### config.mk
export PLATFORM = sky130hd
export DESIGN_NAME = shift_arbiter
export DESIGN_NICKNAME = d
export VERILOG_FILES = /design/src/rtl/shift_arbiter_pkg.sv /design/src/rtl/shift_arbiter_rr.sv /design/src/rtl/shift_arbiter.sv
export SDC_FILE = /design/constraint.sdc
export NUM_CORES = 1
export LEC_CHECK = 0
export CAP_MARGIN = 25
export CORE_UTILIZATION = 35
export DETAILED_ROUTE_END_ITERATION = 10
export GPL_TIMING_DRIVEN = 0
export SYNTH_ARGS = -nofsm -noshare
export SYNTH_HDL_FRONTEND = slang
export SYNTH_SLANG_ARGS = --single-unit
export TNS_END_PERCENT = 30
### constraint.sdc
create_clock -name clk -period 4.7 [get_ports clk]
set_input_delay 0.705 -clock clk [delete_from_list [all_inputs] [get_ports clk]]
set_output_delay 0.705 -clock clk [all_outputs]
set_load 0.05 [all_outputs]
### src/rtl/shift_arbiter_pkg.sv
// Shared definitions for the shift arbiter: op encodings and default widths.
package shift_arbiter_pkg;

  localparam int XLEN_DEF    = 32;
  localparam int SHAMT_W_DEF = 5;

  // Shift op encoding on req_op; the reserved code behaves as SLL.
  typedef enum logic [1:0] {
    OP_SLL = 2'b00,
    OP_SRL = 2'b01,
    OP_SRA = 2'b10,
    OP_RSV = 2'b11
  } op_e;

endpackage

### src/rtl/shift_arbiter_rr.sv
// Round-robin arbiter: grants the first valid requester at or after the
// pointer, and advances the pointer past the winner on every grant.
module rr_arbiter #(
  parameter int NREQ = 2,
  parameter int ID_W = 1
) (
  input  logic            clk,
  input  logic            rst,
  input  logic            en,
  input  logic [NREQ-1:0] valid,
  output logic [NREQ-1:0] grant,
  output logic [ID_W-1:0] grant_id,
  output logic            grant_any
);

  logic [ID_W-1:0] ptr;
  logic [ID_W-1:0] cand;

  // Search from the pointer, wrapping, for the first asserted valid.
  always_comb begin
    grant     = '0;
    grant_id  = '0;
    grant_any = 1'b0;
    cand      = '0;
    if (en) begin
      for (int unsigned off = 0; off < NREQ; off++) begin
        cand = ID_W'((32'(ptr) + off) % NREQ);
        if (!grant_any && valid[cand]) begin
          grant_any = 1'b1;
          grant_id  = cand;
        end
      end
    end
    grant[grant_id] = grant_any;
  end

  // Pointer moves to the index after the winner; no grant leaves it alone.
  always_ff @(posedge clk) begin
    if (rst) begin
      ptr <= '0;
    end else if (grant_any) begin
      if (32'(grant_id) == NREQ - 1) ptr <= '0;
      else                           ptr <= grant_id + 1'b1;
    end
  end

endmodule

### src/rtl/shift_arbiter.sv
// Shared 32-bit shifter with round-robin request arbitration and a single
// result register. Right shifts reuse the left-shift core via bit reversal.
module shift_arbiter
  import shift_arbiter_pkg::*;
#(
  parameter int XLEN    = XLEN_DEF,
  parameter int SHAMT_W = SHAMT_W_DEF,
  parameter int NREQ    = 2,
  parameter int ID_W    = 1
) (
  input  logic                    clk,
  input  logic                    rst,
  input  logic [NREQ-1:0]         req_valid,
  output logic [NREQ-1:0]         req_ready,
  input  logic [2*NREQ-1:0]       req_op,
  input  logic [XLEN*NREQ-1:0]    req_data,
  input  logic [SHAMT_W*NREQ-1:0] req_shamt,
  output logic                    rsp_valid,
  input  logic                    rsp_ready,
  output logic [ID_W-1:0]         rsp_id,
  output logic [XLEN-1:0]         rsp_data
);

  function automatic logic [XLEN-1:0] rev(input logic [XLEN-1:0] x);
    for (int unsigned i = 0; i < XLEN; i++) rev[i] = x[XLEN-1-i];
  endfunction

  logic            slot_free;
  logic            arb_en;
  logic [ID_W-1:0] gid;
  logic            gnt_any;

  assign slot_free = !rsp_valid || rsp_ready;
  assign arb_en    = slot_free && !rst;

  rr_arbiter #(
    .NREQ (NREQ),
    .ID_W (ID_W)
  ) u_rr (
    .clk       (clk),
    .rst       (rst),
    .en        (arb_en),
    .valid     (req_valid),
    .grant     (req_ready),
    .grant_id  (gid),
    .grant_any (gnt_any)
  );

  logic [XLEN-1:0]    op_a;
  logic [SHAMT_W-1:0] op_s;
  op_e                op_sel;
  logic [XLEN-1:0]    sll_res;
  logic [XLEN-1:0]    srl_res;
  logic [XLEN-1:0]    sra_res;
  logic [XLEN-1:0]    ones_sh;
  logic [XLEN-1:0]    result;

  // Operand mux by grant, then one left-shift core serving all three ops.
  always_comb begin
    op_a    = req_data[gid*XLEN +: XLEN];
    op_s    = req_shamt[gid*SHAMT_W +: SHAMT_W];
    op_sel  = op_e'(req_op[gid*2 +: 2]);
    sll_res = op_a << op_s;
    srl_res = rev(rev(op_a) << op_s);
    ones_sh = {XLEN{1'b1}} << op_s;
    sra_res = srl_res | (op_a[XLEN-1] ? ~rev(ones_sh) : '0);
    case (op_sel)
      OP_SRL:  result = srl_res;
      OP_SRA:  result = sra_res;
      default: result = sll_res;
    endcase
  end

  // Result register: load on transfer, clear valid on drain, hold otherwise.
  always_ff @(posedge clk) begin
    if (rst) begin
      rsp_valid <= 1'b0;
      rsp_id    <= '0;
      rsp_data  <= '0;
    end else if (gnt_any) begin
      rsp_valid <= 1'b1;
      rsp_id    <= gid;
      rsp_data  <= result;
    end else if (rsp_ready) begin
      rsp_valid <= 1'b0;
    end
  end

endmodule
==> flow_summary.toml <==
[timing]
period_share_pct = 97.4
max_slew.worst_pin.slew_ns = 1.48
slew_viol_final = 0
relSlewSlack_pct = 1.03
rsz0062_at_grt = "no"
fin_tns_setup_ns = 0
period_needed_ns = 4.58
setup_violations = 0
fin_skew_ns = 0.00410
finalHoldViolations = 0
max_freq_mhz = 219

[layout]
nets = 1206
num_antenna_cells = 0
area_delta_synth_final_pct = 20.2
drive_gt1_share_pct = 20.3

[place]
gp_congestion = 1.08
hpwl_um = 38900
io_buffers = 109

[floorplanning]
pin_count = 119
start_util_pct = 35.7
die_y_um = 154
placementRows = 55
core_area_um2 = 22600
dieArea_um2 = 23700
fp.dieW_um = 154

[worst_setup_path]
cp-start-kind = "input pin"
path_max_fanout = 10
cp.arrival_ns = 4.79
r2r_setup_slack_ns = 0.65
critical_path_class = "input pin to register"
endpoint_kind = "register"
worstPathRequired_ns = 4.92

[clock_network]
numCtsBuffers = 5
clk_latency_ns = 0.29
cts_tree = "built"
cts_sinks = 35
h-tree-depth = 2
cts_buffer_depth = 2
post-cts-setup-buffers = 0
cts-root-buf = "clkbuf_16"
clk_pin_slew_worst_paths_ns = 0.06
postCtsHoldBufs = 0

[status]
status = "finished clean"

[yosys]
synth_edf_count = 0
yosys_warnings = 0
avgSynthCellArea_um2 = 8.05
synth_area_leaders = "mux2i_1 15%, mux4_2 12%, mux2_2 8.8%"
synth_top_area_share_pct = 15.4
synth_cell_types = 77
ys_seq_elements = 35
synth.cell_area_um2 = 8070
ys.flop_type = "dfxtp_1"
yosys.area.top_type = "mux2i_1"
syn-num-nets = 1088
synthCells = 1003
synthTopCellsByCount = "124 x mux2i_1, 110 x nand2_1, 77 x nor2_1, 63 x mux2_2, 47 x a21oi_1"
yosysMostFrequentCell = "mux2i_1"
ys_seq_area_share_pct = 8.68
async_flop_share_pct = 0

[pwr]
total_leakage_power_nw = 3.66
power_mw = 2.10
power_density_nw_per_um2 = 216
peakVddDrop_uv = 125

[global_route]
grt_antenna_before_repair = 0
grt_pass1_vias = 9612
grt_pass1_wl_um = 69800
grt_max_degree = 12
grt_overflow_total = 0
grt_util_all_layers_pct = 40.7

[detailed_routing]
post_drt_wl_per_cell_um = 34.5
drt_iter0_drc = 1459
routed_wl_um = 48500
vias_per_cell = 7.22
vias = 10200
drcViolationCount = 0
ant_nets = 0
first_pass_iters = 6

[min_path]
hp-class = "register to register"

[job]
maxCapViolCount = 0
[placed cells by master, fill, tap and decap left out, types with 10 or more instances in the layout]
master           count
buf_6               10
nor3_1              22
dfxtp_1             35
mux2i_1            123
mux2_2              63
a211oi_1            17
buf_2               42
buf_4               24
nand3_1             28
o32ai_1             13
nand2_1            110
a21oi_1             47
clkdlybuf4s50_1    109
nand2b_1            10
mux4_2              44
a221oi_1            13
o211ai_1            23
o21ai_0             46
nor2_1              76
clkbuf_1            28
a22oi_1             16
o22ai_1             17
a221o_1             10
a31oi_1             21
[worst paths after layout]
kind	from	endpoint	cells past startpoint
hold reg to reg	rsp_id	rsp_id	2
setup / recovery	req_valid[0]	rsp_data[2]	16
hold / removal	rsp_id	rsp_id	2
setup reg to reg	u_rr.ptr	rsp_data[2]	15
[cell families after synthesis]
logic type	after synthesis	synth area share (%)
buffers and inverters	122	8.32
AND/OR/NAND/NOR	296	16.8
multiplexers	236	37.4
adder cells (fa/ha/maj)	2	0.310
AO/OA/AOI/OAI	312	28.5
flip-flops	35	8.68
[layout make-up]
class | count | area [um^2]
Fill cell | 2381 | 12900
Multi-Input combinational cell | 846 | 6710
Timing Repair Buffer | 112 | 1110
Sequential cell | 35 | 701
Buffer | 107 | 622
Tap cell | 285 | 357
Clock buffer | 7 | 143
Inverter | 14 | 55.1
Clock inverter | 1 | 8.76
[power by group]
| group | switching [mW] | internal (mW) | total (mW) |
|---|---|---|---|
| combinational | 0.924 | 0.476 | 1.40 |
| clock | 0.139 | 0.212 | 0.351 |
| sequential | 0.0170 | 0.331 | 0.348 |
[sequential cells by signal, summed over array words and instances, names as in the netlist]
signal     flops
rsp_data      32
rsp_id         1
rsp_valid      1
u_rr.ptr       1
[worst max-delay path, cell delays in order]
cell and delay [ns]:
clkdlybuf4s50_1 0.50, nand2b_1 0.15, nand4_4 0.18, clkbuf_4 0.31, buf_4 0.29, buf_4 0.29, mux2i_1 0.27, ha_1 0.18
clkbuf_1 0.31, nor2_1 0.11, or2_2 0.28, clkbuf_1 0.23, nor2_2 0.29, clkbuf_2 0.32, o221ai_1 0.17, o21ai_1 0.19
[per-stage QoR]
stage,cells,util [%],instance area (um^2),setup slack [ns],hold slack (ns)
after floorplan,1003,-,8070,0.983,0.472
after global placement,1397,42.0,9520,-0.652,0.434
after detailed placement,1399,42.1,9530,-0.587,0.438
after CTS,1407,42.8,9690,0.115,0.448
after global routing,1407,42.9,9700,0.0215,0.482
final,1407,42.9,9700,0.124,0.443
[what timing repair did]
item / CTS / global route
setup endpoints to repair: 13 / 16
endpoints found under the hold margin: 0 / 0
gates resized for setup: 4 / 3
[routing by layer]
| metal | GRT usage, % | vias up | routed length (um) |
|---|---|---|---|
| met3 | 8.82 | 169 | 5480 |
| met5 | 0 | - | 0 |
| met4 | 25.2 | 0 | 3590 |
| met2 | 61.1 | 851 | 20600 |
| li1 | - | 4196 | - |
| met1 | 53.1 | 4943 | 18800 |
Power figures use the tool's default switching activity.
